==> src/rtl/pipeline_latches_pkg.sv <==
// pipeline_latches_pkg: shared CPU types, opcode constants and pipeline payload layouts.
package pipeline_latches_pkg;
    typedef logic [31:0] word_t;
    localparam logic [5:0] OP_LW   = 6'h23;
    localparam logic [5:0] OP_SW   = 6'h2b;
    localparam logic [5:0] OP_HALT = 6'h3f;
    typedef struct packed {
        word_t npc;
        word_t instr;
    } ifid_t;
    typedef struct packed {
        word_t npc, rdat1, rdat2, imm;
        logic [31:0] ctrl;
    } idex_t;
    typedef struct packed {
        word_t alu, wdat, npc;
        logic [15:0] ctrl;
    } exmem_t;
    typedef struct packed {
        word_t alu, dload, npc;
        logic [7:0] ctrl;
    } memwb_t;
    localparam int IFID_W  = $bits(ifid_t);
    localparam int IDEX_W  = $bits(idex_t);
    localparam int EXMEM_W = $bits(exmem_t);
    localparam int MEMWB_W = $bits(memwb_t);
endpackage

==> src/rtl/pipeline_latches_if.sv <==
// pipeline_latches_if: stage payloads, hazard controls and stage status between datapath and pipeline registers.
interface pipeline_latches_if
    import pipeline_latches_pkg::*;
#(
    parameter int IDW  = IFID_W,
    parameter int EXW  = IDEX_W,
    parameter int MEMW = EXMEM_W,
    parameter int WBW  = MEMWB_W
);
    logic ihit, dmem_req, dhit, fdEN, dx_flush, branch_flush, mem_halt_d;
    word_t if_instr;
    logic [IDW-1:0] if_d, ifid_q;
    logic [EXW-1:0] id_d, idex_q;
    logic [MEMW-1:0] ex_d, exmem_q;
    logic [WBW-1:0] mem_d, memwb_q;
    logic ifid_v, idex_v, exmem_v, memwb_v;
    word_t dec_instr, ex_instr, mem_instr;
    logic halt, flush_pend;
    modport master (
        output ihit, dmem_req, dhit, fdEN, dx_flush, branch_flush, mem_halt_d,
        output if_instr, if_d, id_d, ex_d, mem_d,
        input  ifid_q, idex_q, exmem_q, memwb_q, ifid_v, idex_v, exmem_v, memwb_v,
        input  dec_instr, ex_instr, mem_instr, halt, flush_pend
    );
    modport slave (
        input  ihit, dmem_req, dhit, fdEN, dx_flush, branch_flush, mem_halt_d,
        input  if_instr, if_d, id_d, ex_d, mem_d,
        output ifid_q, idex_q, exmem_q, memwb_q, ifid_v, idex_v, exmem_v, memwb_v,
        output dec_instr, ex_instr, mem_instr, halt, flush_pend
    );
endinterface

==> src/rtl/pipeline_latches_pipe_stage_reg.sv <==
// pipe_stage_reg: one pipeline register with valid bit; bubble clears it, load captures, otherwise holds.
module pipe_stage_reg #(
    parameter int W = 32
) (
    input  logic         CLK,
    input  logic         RST,
    input  logic         load,
    input  logic         bubble,
    input  logic         dv,
    input  logic [W-1:0] d,
    output logic [W-1:0] q,
    output logic         v
);
    always_ff @(posedge CLK or posedge RST)
        if (RST) {v, q} <= '0;
        else if (bubble) {v, q} <= '0;
        else if (load) {v, q} <= {dv, d};
endmodule

==> src/rtl/pipeline_latches.sv <==
// pipeline_latches: the four MIPS pipeline registers with stall, bubble, squash, freeze and sticky halt control.
module pipeline_latches
    import pipeline_latches_pkg::*;
#(
    parameter int IDW  = IFID_W,
    parameter int EXW  = IDEX_W,
    parameter int MEMW = EXMEM_W,
    parameter int WBW  = MEMWB_W
) (
    input logic CLK,
    input logic RST,
    pipeline_latches_if.slave bus
);
    logic halt_q, flush_q, freeze, run, sq;
    logic [IDW+31:0] ifid_r;
    logic [EXW+31:0] idex_r;
    logic [MEMW+31:0] exmem_r;
    assign freeze = bus.dmem_req & ~bus.dhit;
    assign run = ~halt_q & ~freeze;
    assign sq = bus.branch_flush | flush_q;
    // A flush seen during a freeze is replayed on the first edge the pipe moves again.
    always_ff @(posedge CLK or posedge RST)
        if (RST) begin
            halt_q <= 1'b0;
            flush_q <= 1'b0;
        end else if (!halt_q) begin
            flush_q <= freeze & (flush_q | bus.branch_flush);
            halt_q <= ~freeze & bus.exmem_v & bus.mem_halt_d;
        end
    pipe_stage_reg #(.W(IDW + 32)) u_ifid (
        .CLK(CLK), .RST(RST),
        .load(run & bus.fdEN & bus.ihit),
        .bubble(run & (sq | (bus.fdEN & ~bus.ihit))),
        .dv(1'b1), .d({bus.if_instr, bus.if_d}),
        .q(ifid_r), .v(bus.ifid_v)
    );
    pipe_stage_reg #(.W(EXW + 32)) u_idex (
        .CLK(CLK), .RST(RST),
        .load(run), .bubble(run & (sq | bus.dx_flush)),
        .dv(bus.ifid_v), .d({bus.dec_instr, bus.id_d}),
        .q(idex_r), .v(bus.idex_v)
    );
    pipe_stage_reg #(.W(MEMW + 32)) u_exmem (
        .CLK(CLK), .RST(RST),
        .load(run), .bubble(1'b0),
        .dv(bus.idex_v), .d({bus.ex_instr, bus.ex_d}),
        .q(exmem_r), .v(bus.exmem_v)
    );
    pipe_stage_reg #(.W(WBW)) u_memwb (
        .CLK(CLK), .RST(RST),
        .load(run), .bubble(1'b0),
        .dv(bus.exmem_v), .d(bus.mem_d),
        .q(bus.memwb_q), .v(bus.memwb_v)
    );
    assign {bus.dec_instr, bus.ifid_q} = ifid_r;
    assign {bus.ex_instr, bus.idex_q} = idex_r;
    assign {bus.mem_instr, bus.exmem_q} = exmem_r;
    assign bus.halt = halt_q;
    assign bus.flush_pend = flush_q;
endmodule

==> src/flat_wrapper.sv <==
// flat-port wrapper written by rule: the top's interface ports become plain ports
module pipeline_latches_flat import pipeline_latches_pkg::*;
#(
    parameter int IDW  = IFID_W,
    parameter int EXW  = IDEX_W,
    parameter int MEMW = EXMEM_W,
    parameter int WBW  = MEMWB_W
)
  (CLK, RST, bus_ihit, bus_dmem_req, bus_dhit, bus_fdEN, bus_dx_flush, bus_branch_flush, bus_mem_halt_d, bus_if_instr, bus_if_d, bus_id_d, bus_ex_d, bus_mem_d, bus_ifid_q, bus_idex_q, bus_exmem_q, bus_memwb_q, bus_ifid_v, bus_idex_v, bus_exmem_v, bus_memwb_v, bus_dec_instr, bus_ex_instr, bus_mem_instr, bus_halt, bus_flush_pend);
  pipeline_latches_if #(.IDW(IDW), .EXW(EXW), .MEMW(MEMW), .WBW(WBW)) bus_i ();
  input logic CLK;
  input logic RST;
  input wire logic [$bits(bus_i.ihit)-1:0] bus_ihit;
  input wire logic [$bits(bus_i.dmem_req)-1:0] bus_dmem_req;
  input wire logic [$bits(bus_i.dhit)-1:0] bus_dhit;
  input wire logic [$bits(bus_i.fdEN)-1:0] bus_fdEN;
  input wire logic [$bits(bus_i.dx_flush)-1:0] bus_dx_flush;
  input wire logic [$bits(bus_i.branch_flush)-1:0] bus_branch_flush;
  input wire logic [$bits(bus_i.mem_halt_d)-1:0] bus_mem_halt_d;
  input wire logic [$bits(bus_i.if_instr)-1:0] bus_if_instr;
  input wire logic [$bits(bus_i.if_d)-1:0] bus_if_d;
  input wire logic [$bits(bus_i.id_d)-1:0] bus_id_d;
  input wire logic [$bits(bus_i.ex_d)-1:0] bus_ex_d;
  input wire logic [$bits(bus_i.mem_d)-1:0] bus_mem_d;
  output wire logic [$bits(bus_i.ifid_q)-1:0] bus_ifid_q;
  output wire logic [$bits(bus_i.idex_q)-1:0] bus_idex_q;
  output wire logic [$bits(bus_i.exmem_q)-1:0] bus_exmem_q;
  output wire logic [$bits(bus_i.memwb_q)-1:0] bus_memwb_q;
  output wire logic [$bits(bus_i.ifid_v)-1:0] bus_ifid_v;
  output wire logic [$bits(bus_i.idex_v)-1:0] bus_idex_v;
  output wire logic [$bits(bus_i.exmem_v)-1:0] bus_exmem_v;
  output wire logic [$bits(bus_i.memwb_v)-1:0] bus_memwb_v;
  output wire logic [$bits(bus_i.dec_instr)-1:0] bus_dec_instr;
  output wire logic [$bits(bus_i.ex_instr)-1:0] bus_ex_instr;
  output wire logic [$bits(bus_i.mem_instr)-1:0] bus_mem_instr;
  output wire logic [$bits(bus_i.halt)-1:0] bus_halt;
  output wire logic [$bits(bus_i.flush_pend)-1:0] bus_flush_pend;
  assign bus_i.ihit = bus_ihit;
  assign bus_i.dmem_req = bus_dmem_req;
  assign bus_i.dhit = bus_dhit;
  assign bus_i.fdEN = bus_fdEN;
  assign bus_i.dx_flush = bus_dx_flush;
  assign bus_i.branch_flush = bus_branch_flush;
  assign bus_i.mem_halt_d = bus_mem_halt_d;
  assign bus_i.if_instr = bus_if_instr;
  assign bus_i.if_d = bus_if_d;
  assign bus_i.id_d = bus_id_d;
  assign bus_i.ex_d = bus_ex_d;
  assign bus_i.mem_d = bus_mem_d;
  assign bus_ifid_q = bus_i.ifid_q;
  assign bus_idex_q = bus_i.idex_q;
  assign bus_exmem_q = bus_i.exmem_q;
  assign bus_memwb_q = bus_i.memwb_q;
  assign bus_ifid_v = bus_i.ifid_v;
  assign bus_idex_v = bus_i.idex_v;
  assign bus_exmem_v = bus_i.exmem_v;
  assign bus_memwb_v = bus_i.memwb_v;
  assign bus_dec_instr = bus_i.dec_instr;
  assign bus_ex_instr = bus_i.ex_instr;
  assign bus_mem_instr = bus_i.mem_instr;
  assign bus_halt = bus_i.halt;
  assign bus_flush_pend = bus_i.flush_pend;
  pipeline_latches #(.IDW(IDW), .EXW(EXW), .MEMW(MEMW), .WBW(WBW)) u_core (.CLK(CLK), .RST(RST), .bus(bus_i));
endmodule
==> config.mk <==
export PLATFORM = sky130hd
export DESIGN_NAME = pipeline_latches_flat
export DESIGN_NICKNAME = d
export VERILOG_FILES = /design/src/rtl/pipeline_latches_pkg.sv /design/src/rtl/pipeline_latches_if.sv /design/src/rtl/pipeline_latches_pipe_stage_reg.sv /design/src/rtl/pipeline_latches.sv /design/src/flat_wrapper.sv
export SDC_FILE = /design/constraint.sdc
export NUM_CORES = 1
export LEC_CHECK = 0
export CAP_MARGIN = 20
export CORE_AREA = 4 4 399 401
export CTS_BUF_LIST = sky130_fd_sc_hd__clkbuf_8
export CTS_CLUSTER_DIAMETER = 100
export DETAILED_ROUTE_END_ITERATION = 8
export DIE_AREA = 0 0 403 405
export GPL_TIMING_DRIVEN = 0
export MAX_ROUTING_LAYER = met4
export SLEW_MARGIN = 25
export SYNTH_ARGS = -nofsm -noshare
export SYNTH_HDL_FRONTEND = slang
export SYNTH_HIERARCHICAL = 1
export SYNTH_SLANG_ARGS = --single-unit
==> constraint.sdc <==
create_clock -name CLK -period 6 [get_ports CLK]
set_input_delay 1.2 -clock CLK [delete_from_list [all_inputs] [get_ports CLK]]
set_output_delay 1.2 -clock CLK [all_outputs]
set_load 0.01 [all_outputs]
==> impl_results.md, run 1 <==
* Status: completed
* Post-route non-filler standard cell count at 5051
* Type of the setup path with the least slack: reg2out
* Fraction of final layout cells sized beyond drive strength 1 at 0.08031
* Total negative setup slack at 0 ps
* Remaining DRCs at 0
* Area leader, netlist: dfrtp_1
* First-pass GRT wire length at 157.6 mm
* Crit-path leading delay family: buffers and inverters
* Overall routed net length at 118.1 mm
* Period utilization at 0.5641
* Share of total power in the clock network at 0.267
* R2r worst-path depth at 5
* Most common cell after layout, fill and taps aside: clkdlybuf4s50_1
* Final number of max-transition violations at 0
* Overall routing resource usage at 0.1434
* Worst EP arrival at 2180 ps
* Peak supply drop at 0.1769 mV
* Hold path endpoint: u_core/u_exmem/q[5]
* Avg WL per Cell at 23.38 µm
* Leading cell types in the layout, fill and taps excluded: 1022 x clkdlybuf4s50_1, 542 x nor2_1, 542 x dfrtp_1, 540 x mux2i_1, 120 x clkbuf_8
* Post-CTS setup buffer count at 0
* Static leakage at 17.25 nW
* P_int at 9.034 mW
* Startpoint of the most critical register-to-register path: u_core/bus.halt
* Full die area at 163200 µm²
* Clock sinks at 542
* Routability Congestion at 0.8606
* Number of routed nets with antenna violations at 0
* Switching pwr at 4.918 mW
* Site row count at 145
* First-pass iteration count of the detailed router at 5
* Iteration-0 DRC Markers at 917
* Launch instance of the worst min-delay path: u_core/u_exmem/q[5]
* Area share of the leading cell type in the synthesized netlist at 0.6126
* Maximum number of pins on one net before global-route repair at 94
* Number of antenna violations at the first check in global routing at 32
* Number of hold violations in the final report at 0
* Time the final worst path needs with I/O delays and setup at 3384 ps
* Number of buffers and inverters on the critical path at 1
* Cell Count Post-Placement at 4856
* Power share of the combinational group at 0.385
* Final Setup Violations at 0
* Number of cells upsized or downsized after cts at 0
* Warnings from Yosys at 6
* Worst R2R Setup Slack at 3490 ps
* Startpoint type of the worst setup path: register
* CORE AREA at 155700 µm²
* Mapped Cells at 1763
* Setup clock skew after layout at 35.51 ps
* Fmax at 295.5 MHz
* Filler cells at 16640
* Total overflow reported by the global router at 0
* Worst setup EP type: output port
* Num ports at 1023
* Unrepaired setup endpoints after global routing: false
* Cell area after synthesis at 22140 µm²
* Worst-path cell with the longest stage delay: clkdlybuf4s50_1
* Count of max-cap constraint violations at 0
* Starting utilization of the core area at 0.1422
* Per-instance average area after synthesis at 12.56 µm²
* Flip-flop and latch count after synthesis at 542
* Number of library cell types mapped by synthesis at 20
* Pin slew with the least headroom to its limit at 900.3 ps
* Clock slew at the register clock pins of the worst setup and hold paths at 60 ps
* Cell depth of the worst hold path at 2
* Switching share of power at 0.3525
* Clock insertion delay at the later pin of the skew report at 780 ps
* Signed area change from the synthesized netlist to the final layout at 68.58%
* Largest driver fanout on the critical path at 8
* Post-detailed-placement half-perimeter wirelength at 97.01 mm
* Number of port buffers at 1022
* Part of the power in registers at 0.348
* Die X-Extent at 403 µm
* Die H at 405 µm
* Clock buffer count from CTS at 103
* Worst Hold Class: reg2reg
* Clock buffer depth at 3
* Critical Path RT at 4800 ps
* H-tree Lvls at 3
* Post-cts hold buffer count at 0
* Clock root buffer: clkbuf_8
* Worst-case headroom to the max-slew limit at 0.3998
* Largest stage delay on the critical path at 750 ps
* Ratio of total power to cell area at 373.8 nW/µm²
* Number of nets in the layout at 3384
* Endpoint of the lowest-slack register-to-register path: u_core/u_idex/q[28]
* Sequential-to-total area share from yosys stat at 0.6126
* Ranking of synthesized cells by area: dfrtp_1 61%, mux2i_1 24%, nor2_1 9.2%, buf_12 1.5%, buf_4 0.92%
* Number of global-route vias before repair at 19320
* Critical Path, Cell by Cell: clkdlybuf4s50_1
* Clock tree from TritonCTS: done
* Via count at 17940
* Vias per inst at 3.552
==> registers in the layout, indices dropped and copies added (netlist names), 96 cells and up <==
register,count
u_core/u_memwb/q,104
u_core/u_ifid/q,96
u_core/u_idex/q,192
u_core/u_exmem/q,144
==> per-stage QoR <==
stage / instance area (µm²) / util / setup slack, ps / hold slack, ps / power (mW)
6_report: 37320 / 0.2398 / 2616 / 516.1 / 13.95
3_5_place_dp: 35210 / 0.2262 / 1934 / 508.6 / 10.36
3_3_place_gp: 34950 / 0.2245 / -2834 / 501.6 / 10.29
2_1_floorplan: 22150 / - / 905.4 / 555.0 / 7.378
4_1_cts: 37280 / 0.2395 / 2372 / 522.0 / 14.27
5_1_grt: 37320 / 0.2397 / 2437 / 538.3 / 14.73
==> worst max-delay path by stage <==
stage                                 from               endpoint  slack (ps)  depth (start not counted)
after floorplan                        RST    u_core/u_exmem/q[0]         910                          1
after global placement                 RST  u_core/u_exmem/q[114]       -2830                          2
after detailed placement  bus_branch_flush   u_core/u_idex/q[161]        1930                          7
after CTS                  u_core/bus.halt               bus_halt        2370                          1
after global routing       u_core/bus.halt               bus_halt        2440                          1
final                      u_core/bus.halt               bus_halt        2620                          1
==> final cells by class <==
type	count	area (µm²)	area share
Inverter	5	40.04	0.001073
Sequential cell	542	13560	0.3634
Clock inverter	58	412.9	0.01106
Multi-Input combinational cell	1096	7536	0.2019
Antenna cell	17	42.54	0.001140
Buffer	121	1033	0.02769
Clock buffer	120	1652	0.04425
Timing Repair Buffer	1034	10470	0.2805
Tap cell	2058	2575	0.06899
==> power by group through the flow <==
stage                     Clock, mW  Sequential [mW]  Combinational, mW
after CTS                      3.93             4.86               5.47
after detailed placement          0             4.91               5.45
after global routing           4.07             4.94               5.72
final                          3.73             4.85               5.37
after floorplan                   0             5.11               2.26
after global placement            0             4.89               5.39
==> synth_stat cells, drive strengths merged <==
cell / number
clkbuf: 38
conb: 2
nor2: 542
nor2b: 2
inv: 5
nand2b: 1
a211oi: 1
o21bai: 1
o22a: 1
dfrtp: 542
mux2i: 540
buf: 83
nand2: 2
nor3: 3
==> layer usage <==
layer  vias up  GRT usage  wire [µm]
met1      8866     0.1608      47100
li1       8179          -          -
met3       163    0.04896       9180
met2       735     0.2330      57800
met5         -          -          0
met4         0    0.06154       4018
==> cell families after synthesis <==
family | after synthesis | share of synthesized area
AOI/OAI and AO/OA | 3 | 0.001074
buffers and inverters | 126 | 0.04736
DFF | 542 | 0.6126
muxes | 540 | 0.2442
other | 2 | 0.0003392
and+or+nand+nor | 550 | 0.09444
No activity file was read; power rests on OpenSTA's default activity.
==> inputs of run 2 (changes only) <==
==> constraint.sdc (replaced) <==
create_clock -name CLK -period 2.85 [get_ports CLK]
set_input_delay 0.57 -clock CLK [delete_from_list [all_inputs] [get_ports CLK]]
set_output_delay 0.57 -clock CLK [all_outputs]
set_load 0.01 [all_outputs]
==> run 2 against run 1 <==
Setup slack worse by 2500 ps. Register-to-register slack worse by 3100 ps. Routed wire length is 3.5% lower. Final area increased by 0.69%. Clock skew increased by 1.1 ps. Global-route usage fell by 0.52 points. Sequential share of layout area is 0.25 points lower.
==> impl_results.md, run 2 (synthesis results as in run 1) <==
* Final Setup Violations at 0 (unchanged)
* Sequential cell area in the final layout at 13560 µm² (about the same)
* Clock buffer count from CTS at 103 (unchanged)
* Final number of max-transition violations at 0 (unchanged)
* Overall routing resource usage at 0.1383 (-0.005152)
* Crit-path leading delay family: buffers and inverters
* Clock insertion delay at the later pin of the skew report at 770 ps (about the same)
* Avg WL per Cell at 22.53 µm (-3.6%)
* Worst R2R Setup Slack at 440 ps (-3050 ps)
* Number of buffers and inverters on the critical path at 1 (unchanged)
* Startpoint type of the worst setup path: register
* Worst EP arrival at 2130 ps (-50 ps)
* Largest driver fanout on the critical path at 3 (-5)
* Clock tree from TritonCTS: done
* Worst-path cell with the longest stage delay: clkdlybuf4s50_1
* First-pass iteration count of the detailed router at 5 (unchanged)
* Clock buffer depth at 3 (unchanged)
* Iteration-0 DRC Markers at 927 (+1.1%)
* Worst-case headroom to the max-slew limit at 0.3719 (-0.02788)
* Post-detailed-placement half-perimeter wirelength at 94.21 mm (-2.9%)
* Worst Hold Class: in2async
* Fraction of final layout cells sized beyond drive strength 1 at 0.08417 (+0.003863)
* Met1 global-route usage at 0.1495 (-0.01137)
* Overall routed net length at 113.9 mm (-3.5%)
* Peak supply drop at 0.4572 mV (+160%)
* Die H at 405 µm (unchanged)
* Number of global-route vias before repair at 19230 (-0.48%)
* Period utilization at 0.9482
* Site row count at 145 (unchanged)
* M2 GR Usage at 0.2319 (-0.001085)
* Clock root buffer: clkbuf_8
* Critical Path RT at 2280 ps (-2520 ps)
* Num ports at 1023 (unchanged)
* Via count at 17930 (-0.061%)
* Number of antenna violations at the first check in global routing at 31 (-3.1%)
* First-pass GRT wire length at 152.8 mm (-3.0%)
* Number of routed nets with antenna violations at 0 (unchanged)
* R2r worst-path depth at 6 (+1)
* Remaining DRCs at 0 (unchanged)
* Setup clock skew after layout at 36.59 ps (+1.081 ps)
* Unrepaired setup endpoints after global routing: false
* Time the final worst path needs with I/O delays and setup at 2702 ps
* Number of hold violations in the final report at 0 (unchanged)
* Met3 Use GR at 0.04699 (-0.001973)
* Ratio of total power to cell area at 783.9 nW/µm² (+110%)
* Flip-flop count of the largest register after layout at 192 (unchanged)
* Total negative setup slack at 0 ps (unchanged)
* Total overflow reported by the global router at 0 (unchanged)
* Status: completed
* Die X-Extent at 403 µm (unchanged)
* Most common cell after layout, fill and taps aside: clkdlybuf4s50_1
* Full die area at 163200 µm² (unchanged)
* Number of port buffers at 1022 (unchanged)
* Worst setup slack after placement at -395.3 ps (-2330 ps)
* CORE AREA at 155700 µm² (unchanged)
* Type of the setup path with the least slack: reg2out
* Filler cells at 16600 (-0.26%)
* Most used routing layer: met2
* Endpoint of the lowest-slack register-to-register path: u_core/u_ifid/q[68]
* Fmax at 370.0 MHz
* Total power consumption of the routed design at 29.46 mW (+110%)
* Routability Congestion at 0.8313 (-3.4%)
* Worst setup EP type: output port
* Signed area change from the synthesized netlist to the final layout at 69.75%
* Clock sinks at 542 (unchanged)
* Clock slew at the register clock pins of the worst setup and hold paths at 50 ps (about the same)
* Static leakage at 17.33 nW (+0.42%)
* Worst hold slack at 365.5 ps (-150.6 ps)
* Pin slew with the least headroom to its limit at 942.1 ps (+41.81 ps)
* Area taken by multi-input logic gates at 7536 µm² (unchanged)
* Largest stage delay on the critical path at 960 ps (+210 ps)
* Starting utilization of the core area at 0.1422 (unchanged)
* Leading cell types in the layout, fill and taps excluded: 1021 x clkdlybuf4s50_1, 542 x nor2_1, 541 x dfrtp_1, 540 x mux2i_1, 122 x clkbuf_8
* Count of max-cap constraint violations at 0 (unchanged)
* Post-cts hold buffer count at 0 (unchanged)
* Critical Path, Cell by Cell: clkdlybuf4s50_1
* Post-CTS setup buffer count at 0 (unchanged)
* Number of nets in the layout at 3394 (+0.30%)
* Post-layout worst setup margin at 147.6 ps (-2468 ps)
* Vias per inst at 3.547 (-0.16%)
* H-tree Lvls at 3 (unchanged)
* Startpoint of the most critical register-to-register path: u_core/bus.halt
* Maximum number of pins on one net before global-route repair at 32 (-66%)
==> run 2: power by group <==
part / total, mW / switching [mW] / internal, mW
clock: 8.03 / 3.69 / 4.35
combinational: 11.2 / 5.57 / 5.67
sequential: 10.2 / 1.01 / 9.17
total: 29.5 / 10.3 / 19.2
==> run 2: cell type report <==
cell class | instances | share of cell area
clock buffer | 122 | 0.04468
antenna | 16 | 0.001065
sequential | 542 | 0.3609
inverter | 5 | 0.0008990
tap | 2058 | 0.06852
multi-input combinational | 1096 | 0.2005
clock inverter | 52 | 0.01122
timing repair buffer | 1044 | 0.2847
buffer | 121 | 0.02747
==> run 2: worst max path at each step <==
stage                              from              endpoint  slack, ps  depth (start not counted)
global route        u_core/u_ifid/q[80]     bus_dec_instr[16]         70                          1
global placement                    RST   u_core/u_idex/q[70]      -2900                          2
finish              u_core/u_ifid/q[80]     bus_dec_instr[16]        150                          1
CTS                     u_core/u_ifid/v            bus_ifid_v         30                          1
detailed placement             bus_dhit  u_core/u_idex/q[174]       -400                          7
floorplan                           RST    u_core/u_idex/q[0]       -210                          1
==> run 2: through the flow <==
stage / cell area [µm²] / util / instances
global placement: 34960 / 0.2246 / 4844
detailed placement: 35440 / 0.2277 / 4866
CTS: 37540 / 0.2412 / 5040
finish: 37580 / 0.2414 / 5056
global route: 37580 / 0.2414 / 5055
floorplan: 22160 / - / 1764
==> run 2: repair_timing <==
action                                  CTS  global route
resized for setup                         2             0
endpoints found under the hold margin     0             0
endpoints found under the setup margin    2             0
==> run 2: per-layer routing <==
layer,up-vias,share of wire
li1,8199,-
met1,8816,0.38
met2,737,0.50
met3,180,0.079
met4,0,0.039
met5,-,0
==> RTL edit: new RTL, flow settings as in run 1 <==
Reset style: synchronous (`RST`), changed in 2 clocked blocks.
--- a/src/rtl/pipeline_latches_pipe_stage_reg.sv
+++ b/src/rtl/pipeline_latches_pipe_stage_reg.sv
@@ -12,5 +12,5 @@
     output logic         v
 );
-    always_ff @(posedge CLK or posedge RST)
+    always_ff @(posedge CLK)
         if (RST) {v, q} <= '0;
         else if (bubble) {v, q} <= '0;
--- a/src/rtl/pipeline_latches.sv
+++ b/src/rtl/pipeline_latches.sv
@@ -20,5 +20,5 @@
     assign sq = bus.branch_flush | flush_q;
     // A flush seen during a freeze is replayed on the first edge the pipe moves again.
-    always_ff @(posedge CLK or posedge RST)
+    always_ff @(posedge CLK)
         if (RST) begin
             halt_q <= 1'b0;
Function: not settled (the Yosys comparison gave no result); the edit may change what the design does.
==> RTL edit against run 1 <==
  * Sequential cell count did not move
  * Area after synthesis down 12%
  * Synthesized cell count barely moved
  * Register-to-register slack improved by 0.18 ns
  * Routed wire length shrank 11%
  * Fmax rose by 3.0%
  * Non-clock buffer count fell by 10
  * First-iteration DRC count up 5.7%
  * Via count is 4.9% lower
  * Cell area down 7.7%
  * Count of clock-buffer cells in the layout is 5 higher
  * Worst setup slack improved by 0.098 ns
  * Highest routed layer unchanged
Power is not compared: it rests on default switching activity, and its combinational part moved more than twofold at a synthesized area within 25%.
==> RTL edit: results (changes against run 1) <==
Post-cts resize count: 0 (unchanged)
First-pass GRT wire length: 139.8 mm (was 157.6 mm)
Nets: 3369 (was 3384)
DP Wirelength: 87.56 mm (was 97.01 mm)
Syn avg cell area: 11.03 sq um (was 12.56 sq um)
Routed vias/inst: 3.379 (was 3.552)
Worst skew pair latency: 0.76 ns (was 0.78 ns)
Hold Crit Endpoint: u_core/u_ifid/q[38] (was u_core/u_exmem/q[5])
Reg2reg path depth: 8 (was 5)
Post-Route Skew: 0.04192 ns (was 0.03551 ns)
Share of cells above drive strength 1: 8.640% (was 8.031%)
Hold_sp: u_core/u_ifid/q[38] (was u_core/u_exmem/q[5])
Port bufs: 1022 (unchanged)
Vias in the first global route: 17391 (was 19321)
DP Worst Slack: 2.061 ns (was 1.934 ns)
Worst vdd ir: 214.1 uV
TritonCTS Buffers: 101 (was 103)
Largest net degree at the start of global routing: 16 (was 94)
Largest fanout on the critical path: 3 (was 8)
Cts hold-fix bufs: 0 (unchanged)
Most instantiated cells after synthesis: dfxtp_1 (542), mux2i_1 (540), nor2_1 (540), buf_6 (72), buf_2 (26) (was dfrtp_1 (542), nor2_1 (542), mux2i_1 (540), clkbuf_1 (38), buf_4 (27))
Leak: 14.53 nW
Status: finished clean (unchanged)
Sequential share of the synthesized area: 55.80% (was 61.26%)
CP max stage delay: 0.67 ns (was 0.75 ns)
CTS HTree Levels: 3 (unchanged)
Drt wl/cell: 20.92 um (was 23.38 um)
Setup Buffers After CTS: 0 (unchanged)
Post-synth cell types: 19 (was 20)
HP Class: reg -> reg (unchanged)
Clock slew at reported path FFs: 0.06 ns (about the same)
Initial antenna violation count: 31 (was 32)
Drt pass-1 iters: 5 (unchanged)
Worst R2R Start: u_core/bus.halt (unchanged)
Finished Layout Cells: 5050 (was 5051)
Fill cells: 16896 (was 16644)
Design Area, Final: 34440 sq um (was 37320 sq um)
Gpl congestion: 0.8672 (was 0.8606)
Worst hold slack: 0.4892 ns (was 0.5161 ns)
R2R Setup Slk: 3.67 ns (was 3.49 ns)
Clock Power Share: 42.7%
Slew of the pin with the lowest slew margin: 1.100 ns (was 0.9003 ns)
Post-DP Area: 32250 sq um (was 35210 sq um)
DRT iter0 DRCs: 969 (was 917)
Ys async rst share: 0% (was 100.0%)
Inst Count DP: 4843 (was 4856)
Terminus of the critical flop-to-flop path: u_core/u_ifid/q[52] (was u_core/u_idex/q[28])
Area contributors post-synth: dfxtp_1 (56%), mux2i_1 (28%), nor2_1 (10%) (was dfrtp_1 (61%), mux2i_1 (24%), nor2_1 (9.2%))
Tot Pwr: 0.008828 W
Global-route usage over all layers: 12.59% (was 14.34%)
Arr. time, crit path: 2.09 ns (was 2.18 ns)
## RTL edit: cell types whose count changed in the layout (fill, tap and decap cells not counted), sizes merged, moves of 2 or more
cell,run 1,this run
a21oi,0,2
buf,95,101
clkbuf,158,147
clkinvlp,2,4
dfrtp,542,0
dfxtp,0,542
diode,17,29
inv,45,33
nand2,2,0
nor2,542,540
nor3,3,1
o31a,0,2
or2,0,4
## RTL edit: worst max path at each step
stage	startpoint	end	slack (ns)	depth (start not counted)
floorplan	bus_dhit	u_core/u_ifid/q[63]	3.53	9
global placement	RST	u_core/u_memwb/q[9]	2.07	5
detailed placement	RST	u_core/u_exmem/q[82]	2.06	5
CTS	u_core/u_ifid/q[95]	bus_dec_instr[31]	2.53	1
global route	u_core/u_ifid/q[95]	bus_dec_instr[31]	2.54	1
finish	u_core/u_idex/q[191]	bus_ex_instr[31]	2.71	1
## RTL edit: kinds of logic after synthesis
group	share of synthesized area (%)
other	0.03862
buffers and inverters	5.399
flip-flops	55.80
AND/OR/NAND/NOR	10.81
multiplexers	27.80
AO/OA/AOI/OAI	0.1480
## RTL edit: final cells by class
class | count | share of cell area [%]
tap | 2058 | 7.477
inverter | 1 | 0.01090
clock inverter | 53 | 1.137
sequential | 542 | 31.51
buffer | 123 | 3.041
multi-input combinational | 1097 | 21.92
timing repair buffer | 1022 | 29.70
antenna | 29 | 0.2107
clock buffer | 125 | 4.996
## RTL edit: routing by layer
| layer | share of wire [%] | vias up | track usage (%) |
|---|---|---|---|
| met5 | 0 | - | - |
| met4 | 2.1 | 0 | 3.128 |
| met3 | 7.5 | 142 | 4.064 |
| met2 | 49 | 740 | 21.15 |
| met1 | 41 | 8041 | 14.53 |
| li1 | - | 8141 | - |
